$ cat config.mk
export PLATFORM = sky130hd
export DESIGN_NAME = jstk_dir_filter
export DESIGN_NICKNAME = d
export VERILOG_FILES = /design/src/rtl/jstk_dir_filter.sv
export SDC_FILE = /design/constraint.sdc
export NUM_CORES = 1
export LEC_CHECK = 0
export BUFFER_PORTS_ARGS = -buffer_cell sky130_fd_sc_hd__buf_2
export CORE_MARGIN = 8
export CORE_UTILIZATION = 30
export CTS_CLUSTER_DIAMETER = 200
export CTS_CLUSTER_SIZE = 10
export DETAILED_ROUTE_END_ITERATION = 7
export SETUP_SLACK_MARGIN = 0.05
export SYNTH_ARGS = -nofsm -noshare
export SYNTH_HDL_FRONTEND = slang
export SYNTH_SLANG_ARGS = --single-unit
$ cat constraint.sdc
create_clock -name clk -period 2.9 [get_ports clk]
set_input_delay 0.58 -clock clk [delete_from_list [all_inputs] [get_ports clk]]
set_output_delay 0.58 -clock clk [all_outputs]
set_load 0.05 [all_outputs]
$ cat src/rtl/jstk_dir_filter.sv
// Joystick direction filter: classifies each X/Y sample into a direction, debounces it,
// latches it with hysteresis around the dead zone and optionally auto-repeats a held move.
module jstk_dir_filter #(
  parameter int WIDTH          = 10,
  parameter int CENTER_LO      = 384,
  parameter int CENTER_HI      = 640,
  parameter int HYST           = 32,
  parameter int STABLE_CNT     = 3,
  parameter int REPEAT_SAMPLES = 0
) (
  input  logic             clk,
  input  logic             rst,
  input  logic             sample_valid,
  input  logic [WIDTH-1:0] x_pos,
  input  logic [WIDTH-1:0] y_pos,
  output logic [2:0]       dir,
  output logic             move_pulse,
  output logic             busy
);

  localparam logic [2:0] DIR_UP    = 3'd0;
  localparam logic [2:0] DIR_DOWN  = 3'd1;
  localparam logic [2:0] DIR_RIGHT = 3'd2;
  localparam logic [2:0] DIR_LEFT  = 3'd3;
  localparam logic [2:0] DIR_NONE  = 3'd4;

  localparam logic [WIDTH-1:0] LO_V     = WIDTH'(CENTER_LO);
  localparam logic [WIDTH-1:0] HI_V     = WIDTH'(CENTER_HI);
  localparam logic [WIDTH-1:0] REL_LO_V = WIDTH'(CENTER_LO + HYST);
  localparam logic [WIDTH-1:0] REL_HI_V = WIDTH'(CENTER_HI - HYST);

  localparam logic [3:0] STABLE_V = 4'(STABLE_CNT);

  // One spare count value so the saturating increment can never wrap.
  localparam int            RW        = (REPEAT_SAMPLES > 0) ? $clog2(REPEAT_SAMPLES + 2) : 1;
  localparam logic [RW-1:0] REPEAT_V  = RW'(REPEAT_SAMPLES);
  localparam bit            REPEAT_EN = (REPEAT_SAMPLES > 0);

  typedef enum logic [1:0] {
    ST_IDLE  = 2'd0,
    ST_ARMED = 2'd1,
    ST_HELD  = 2'd2
  } state_t;

  logic [WIDTH-1:0] axis_pos [2];
  logic [1:0]       is_low;
  logic [1:0]       is_high;
  logic [1:0]       is_mid;
  logic [1:0]       in_release;
  logic [2:0]       raw_dir;

  state_t        state_q, state_d;
  logic [2:0]    cand_q, cand_d;
  logic [3:0]    cnt_q, cnt_d;
  logic [RW-1:0] rep_q, rep_d;
  logic [2:0]    dir_q, dir_d;
  logic          pulse_q, pulse_d;

  logic [3:0]    cnt_inc;
  logic [RW-1:0] rep_inc;
  logic          enter_held;
  logic [2:0]    held_dir;
  logic          go_idle;

  assign axis_pos[0] = x_pos;
  assign axis_pos[1] = y_pos;

  // Index 0 is X, index 1 is Y.
  genvar gi;
  generate
    for (gi = 0; gi < 2; gi++) begin : g_axis
      assign is_low[gi]     = (axis_pos[gi] < LO_V);
      assign is_high[gi]    = (axis_pos[gi] > HI_V);
      assign is_mid[gi]     = !is_low[gi] && !is_high[gi];
      assign in_release[gi] = (axis_pos[gi] >= REL_LO_V) && (axis_pos[gi] <= REL_HI_V);
    end
  endgenerate

  always_comb begin
    raw_dir = DIR_NONE;
    if (is_mid[0] && is_high[1]) begin
      raw_dir = DIR_UP;
    end else if (is_mid[0] && is_low[1]) begin
      raw_dir = DIR_DOWN;
    end else if (is_mid[1] && is_high[0]) begin
      raw_dir = DIR_RIGHT;
    end else if (is_mid[1] && is_low[0]) begin
      raw_dir = DIR_LEFT;
    end
  end

  always_ff @(posedge clk) begin
    if (rst) begin
      state_q <= ST_IDLE;
      cand_q  <= DIR_NONE;
      cnt_q   <= '0;
      rep_q   <= '0;
      dir_q   <= DIR_NONE;
      pulse_q <= 1'b0;
    end else begin
      state_q <= state_d;
      cand_q  <= cand_d;
      cnt_q   <= cnt_d;
      rep_q   <= rep_d;
      dir_q   <= dir_d;
      pulse_q <= pulse_d;
    end
  end

  always_comb begin
    state_d    = state_q;
    cand_d     = cand_q;
    cnt_d      = cnt_q;
    rep_d      = rep_q;
    dir_d      = dir_q;
    pulse_d    = 1'b0;
    enter_held = 1'b0;
    held_dir   = cand_q;
    go_idle    = 1'b0;
    cnt_inc    = (cnt_q >= STABLE_V) ? cnt_q : cnt_q + 4'd1;
    rep_inc    = (rep_q >= REPEAT_V) ? rep_q : rep_q + RW'(1);

    if (sample_valid) begin
      case (state_q)
        ST_IDLE: begin
          if (raw_dir != DIR_NONE) begin
            cand_d  = raw_dir;
            cnt_d   = 4'd1;
            state_d = ST_ARMED;
            if (STABLE_V <= 4'd1) begin
              enter_held = 1'b1;
              held_dir   = raw_dir;
            end
          end
        end
        ST_ARMED: begin
          if (raw_dir == DIR_NONE) begin
            go_idle = 1'b1;
          end else if (raw_dir == cand_q) begin
            cnt_d = cnt_inc;
            if (cnt_inc >= STABLE_V) begin
              enter_held = 1'b1;
              held_dir   = cand_q;
            end
          end else begin
            cand_d = raw_dir;
            cnt_d  = 4'd1;
            if (STABLE_V <= 4'd1) begin
              enter_held = 1'b1;
              held_dir   = raw_dir;
            end
          end
        end
        ST_HELD: begin
          if (&in_release) begin
            go_idle = 1'b1;
          end else if (REPEAT_EN && (raw_dir == dir_q)) begin
            if (rep_inc >= REPEAT_V) begin
              // A repeat landing right after a pulse is held back to the next match.
              if (pulse_q) begin
                rep_d = REPEAT_V;
              end else begin
                pulse_d = 1'b1;
                rep_d   = '0;
              end
            end else begin
              rep_d = rep_inc;
            end
          end else begin
            rep_d = '0;
          end
        end
        default: begin
          go_idle = 1'b1;
        end
      endcase

      if (enter_held) begin
        state_d = ST_HELD;
        dir_d   = held_dir;
        pulse_d = 1'b1;
        rep_d   = '0;
      end

      if (go_idle) begin
        state_d = ST_IDLE;
        cand_d  = DIR_NONE;
        cnt_d   = '0;
        rep_d   = '0;
        dir_d   = DIR_NONE;
      end
    end
  end

  assign dir        = dir_q;
  assign move_pulse = pulse_q;
  assign busy       = (state_q != ST_IDLE);

endmodule

# ---- Word-level counts from Yosys, hierarchy flattened
# Cells that the tools add are included.
dict set report word_totals {
  input_bits 23
  reg_bits 13
  out_inout_bits 5
  wordCells 80
}
dict set report classes {
  add_sub_neg 1
  n_mux 31
  n_lt_le_gt_ge 10
  bitwise 1
  reduce_logical 24
  eq_ne 8
}
# operator count
set op_table {}
lappend op_table {{2-to-1 mux 3 bit} 10}
lappend op_table {{greater-or-equal comparator 10 x 9 -> 1 bit, second input constant} 2}
lappend op_table {{greater-than comparator 10 bit, second input constant} 2}
lappend op_table {{less-or-equal comparator 10 bit, second input constant} 2}
lappend op_table {{< comparator 10 x 9 -> 1 bit, second input constant} 2}
lappend op_table {{2-to-1 mux 4 bit} 5}
lappend op_table {{!= test 3 bit, second input constant} 4}
lappend op_table {{2-to-1 mux 1 bit} 9}
lappend op_table {{nonzero test 3 bit} 3}
lappend op_table {{greater-or-equal comparator 4 x 2 -> 1 bit, second input constant} 2}
lappend op_table {{logical AND 1 bit} 8}
lappend op_table {{2-to-1 mux 2 bit} 4}
lappend op_table {{case mux 4 bit (2 select lines)} 1}
lappend op_table {{case mux 3 bit (2 select lines)} 1}
lappend op_table {{AND reduction 5 bit} 1}
lappend op_table {{adder 4 x 1 -> 4 bit, second input constant} 1}
lappend op_table {{logical NOT 1 bit} 4}
lappend op_table {{AND reduction 2 bit} 2}
lappend op_table {{AND reduction 4 bit} 1}
lappend op_table {{nonzero test 2 bit} 2}
lappend op_table {{== test 3 bit} 1}
lappend op_table {{== test 3 bit, second input constant} 1}
lappend op_table {{case mux 1 bit (3 select lines)} 1}
lappend op_table {{AND reduction 3 bit} 1}
lappend op_table {{5 further kinds} 5}

# ---- Longest topological paths before layout
dict set report depth {
  word_depth 15
  mapped_depth 8
  ltp_nobuf 7
}

# ---- Worst setup path before layout
# No wires, ideal clock.
dict set report synth_timing {
  path_type {input -> register}
  start {input y_pos[0]}
  end {register dir_q[0], in the netlist dir[0]}
  setup_ns 0.072
  t_arrival_ns 2.597
  setup_slack_ns 0.231
  required_ns 2.828
  path_stages 8
  cell_sequence {or4b_1 > o21ai_1 > a31oi_1 > or4b_4 > o311ai_2 > and3_1 > buf_6 > mux2i_1}
}
dict set report synth_between {
  elab_chain_cells 15
}
# element line
set synth_rtl {}
lappend synth_rtl {{start: declaration} 15} ;# input logic [WIDTH-1:0] y_pos,
lappend synth_rtl {{< comparator 10 x 9 -> 1 bit or greater-than comparator 10 bit (tied branches)} {72, 73}}
lappend synth_rtl {{logical NOT 1 bit} 74} ;# assign is_mid[gi] = !is_low[gi] && !is_high[gi];
lappend synth_rtl {{logical AND 1 bit} 74}
lappend synth_rtl {{logical AND 1 bit} 87} ;# end else if (is_mid[1] && is_low[0]) begin
lappend synth_rtl {{2-to-1 mux 3 bit} 87}
lappend synth_rtl {{2-to-1 mux 3 bit} 85} ;# end else if (is_mid[1] && is_high[0]) begin
lappend synth_rtl {{2-to-1 mux 3 bit} 83} ;# end else if (is_mid[0] && is_low[1]) begin
lappend synth_rtl {{2-to-1 mux 3 bit} 81} ;# if (is_mid[0] && is_high[1]) begin
lappend synth_rtl {{== test 3 bit} 139} ;# end else if (raw_dir == cand_q) begin
lappend synth_rtl {{2-to-1 mux 1 bit} 139}
lappend synth_rtl {{2-to-1 mux 1 bit} 137} ;# if (raw_dir == DIR_NONE) begin
lappend synth_rtl {{2-to-1 mux 1 bit} 124} ;# case (state_q)
lappend synth_rtl {{2-to-1 mux 1 bit} 123} ;# if (sample_valid) begin
lappend synth_rtl {{nonzero test 2 bit (no line)} -}
lappend synth_rtl {{AND reduction 2 bit (no line)} -}
lappend synth_rtl {{end signal: assignment} 105} ;# dir_q <= dir_d;
lappend synth_rtl {{end: declaration} 56} ;# logic [2:0] dir_q, dir_d;
# Parallel ways exist; a longest one is shown, timed or not. The select of a mux whose other input is x is not followed.
# A chain may end at the register's enable or synchronous reset.

# ---- Worst setup path after layout
dict set report layout_timing {
  start {input y_pos[0]}
  end {register dir_q[1], in the netlist dir[1]}
}
# The elaborated chain is that of the path after synthesis.

==> flow_metrics.env <==
export IMPL_p_clk_share_pct=26.7
export IMPL_cp_cell_sequence="buf_2 > or4b_1 > o21ai_1 > a31oi_1 > or4b_4 > o311ai_2 > and3_1 > mux2i_1"
export IMPL_fmax_ghz=0.386
export IMPL_worstSetupStartpoint="y_pos[0]"
export IMPL_p_seq_share_pct=44.1
export IMPL_setup_viol=0
export IMPL_grt_ovfl_total=0
export IMPL_cp_slowest_cell="or4b_1"
export IMPL_rows=20
export IMPL_drv_slew=0
export IMPL_cts_buffers=3
export IMPL_regArea_um2=260
export IMPL_critPathMaxStageDelay_ns=0.54
export IMPL_synth_ff_type="dfxtp_1"
export IMPL_cp_arrival_ns=2.80
export IMPL_cts_resized=0
export IMPL_antenna_left=0
export IMPL_clk_latency_ns=0.28
export IMPL_cp_data_required_time_ns=3.11
export IMPL_place_congestion=0.804
export IMPL_io_pins=28
export IMPL_p_int_mw=0.295
export IMPL_sw_frac_of_total_pct=31.5
export IMPL_htreeDepth=1
export IMPL_vias=1057
export IMPL_switchingPower_mw=0.136
export IMPL_finalPower_mw=0.430
export IMPL_synth_cell_types=50
export IMPL_cts_tree="yes"
export IMPL_min_delay_start="cnt_q[1]"
export IMPL_grt_total_usage_pct=11.0
export IMPL_vdd_drop_max_mv=0.106
export IMPL_hp_class="reg2reg"
export IMPL_firstDrtPassIters=4
export IMPL_worstMarginPinSlew_ns=0.561
export IMPL_antenna_cells=0
export IMPL_cts_hold_buf=0
export IMPL_area_delta_synth_final_pct=28.3
export IMPL_antenna_found_initial=0
export IMPL_synth_area_leader_cell="dfxtp_1"
export IMPL_grt_max_degree=12
export IMPL_p_comb_share_pct=29.2
export IMPL_die_h_um=72.3
export IMPL_power_density_mw_per_mm2=353
export IMPL_yosysWarnings=0
export IMPL_post_drt_wl_per_cell_um=13.6
export IMPL_dieArea_mm2=0.00522
export IMPL_syn_area_um2=950
export IMPL_timing_hold_ws_ns=0.481
export IMPL_clock_sinks=13
export IMPL_leakage_nw=0.520
export IMPL_ys_seq_elements=13
export IMPL_drt_iter0_drc=54
export IMPL_critPathCaptureType="flop"
export IMPL_maxCapViolations=0
export IMPL_startpoint_type="input port"
export IMPL_synth_top_area_share_pct=27.4
export IMPL_syn_avg_cell_area_um2=8.12
export IMPL_final_net_count=180
export IMPL_cp_max_fo=6
export IMPL_hold_violations=0
export IMPL_period_share_pct=89.4
export IMPL_synth_edf_count=0
export IMPL_min_period_ns=2.59
export IMPL_drt_wl_total_mm=2.70
export IMPL_async_reset_ff_share_pct=0
export IMPL_grt_pass1_vias=1143
export IMPL_rsz0062_at_grt="false"
export IMPL_post_cts_buffers=0
export IMPL_synthTopCellsByArea="dfxtp_1, nand2_1, nor2_1"
export IMPL_crit_type="in2reg"
export IMPL_dp_hpwl_mm=2.20
export IMPL_drc=0
export IMPL_io_buffers=27
export IMPL_outcome="finished clean"
export IMPL_root_buffer="clkbuf_4"
export IMPL_multi_input_area_um2=648
export IMPL_cts_buffer_depth=2
export IMPL_syn_inst=117
export IMPL_finClkSkew_ns=0.00226
export IMPL_placed_area_mm2=0.00119
export IMPL_relSlewSlack_pct=62.3
export IMPL_vias_per_cell=5.31
export IMPL_cts_clk_slew_worst_paths_ns=0.08
export IMPL_grt_pass1_wl_mm=4.76
export IMPL_drive_gt1_share_pct=34.8
export IMPL_rr_startpoint="state_q[0]"
export IMPL_final_area_mm2=0.00122
export IMPL_finish_utilization_pct=40.2
export IMPL_nFillCells=306
export IMPL_fin_setup_tns_ns=0
export IMPL_ys_seq_area_share_pct=27.4
export IMPL_initial_utilization_pct=31.4
export IMPL_core_area_mm2=0.00303
export IMPL_die_w_um=72.3
export IMPL_mappedNetlistNets=141
state kept, by name, indices dropped and copies added (netlist names):
signal,cells
cnt_q,4
cand_q,3
dir,3
state_q,2
move_pulse,1
cell usage in the layout (no fill, tap or decap), types with 3 or more instances in the layout:
master,n
buf_2,27
o22ai_1,3
dfxtp_1,13
buf_4,9
nand2b_1,3
clkbuf_4,3
and3_2,3
nor3_1,5
a21oi_1,3
inv_1,7
nor3b_1,3
nand2_1,13
nand3_1,4
nor2_1,11
per-layer routing:
metal  routed length (µm)  global-route usage (%)
met5                    0                       0
met4                   34                    3.40
met3                  161                    2.62
met2                 1260                    20.0
met1                 1240                    12.3
power by group through the flow:
stage / sequential, mW / combinational (mW) / clock, mW
2_1_floorplan: 0.192 / 0.0713 / 0
3_3_place_gp: 0.194 / 0.120 / 0
3_5_place_dp: 0.194 / 0.124 / 0
4_1_cts: 0.190 / 0.125 / 0.120
5_1_grt: 0.191 / 0.137 / 0.127
6_report: 0.190 / 0.126 / 0.115
Yosys cell counts (2+ instances only):
master and count:
dfxtp_1 13, nand2_1 13, nor2_1 11, inv_1 7, nor3_1 5, nand3_1 4
a21oi_1 3, and3_2 3, nand2b_1 3, nor3b_1 3, o22ai_1 3, a211oi_1 2
a31oi_1 2, and3_1 2, mux2i_1 2, nand4_1 2, o21a_1 2, o21ai_1 2
o31ai_1 2, or2_2 2, xnor2_1 2
layout make-up:
type                       count  share of cell area [%]
multi-input combinational     95                    53.2
sequential                    13                    21.4
timing repair buffer          36                    16.6
tap                           44                    4.52
inverter                       7                    2.16
clock buffer                   4                    2.16
metrics by stage:
step,instances,setup WS (ns)
final,199,0.306
after global routing,199,0.145
after CTS,199,0.290
after detailed placement,195,-0.00342
after global placement,195,0.0774
after floorplan,117,0.231
worst paths after layout:
kind	endpoint	slack, ns	depth (start not counted)
setup reg to reg	dir[1]	0.95	6
hold reg to reg	cnt_q[1]	0.48	2
setup / recovery	dir[1]	0.31	8
hold / removal	cnt_q[1]	0.48	2
critical path, delay by kind of cell:
kind            cells  cell delay, ns
mux                 1            0.22
buf+inv             1            0.09
compound gates      3            0.49
simple gates        3            1.42
cell families after synthesis:
kind of cell             count (synthesis)  share of synthesized area, %
AND/OR/NAND/NOR                         59                          34.3
AO/OA/AOI/OAI                           29                          26.6
flip-flops                              13                          27.4
buffers and inverters                    9                          4.35
XOR/XNOR                                 3                          2.77
multiplexers                             3                          3.29
adder cells (fa/ha/maj)                  1                          1.32
(Power assumes the default switching activity.)
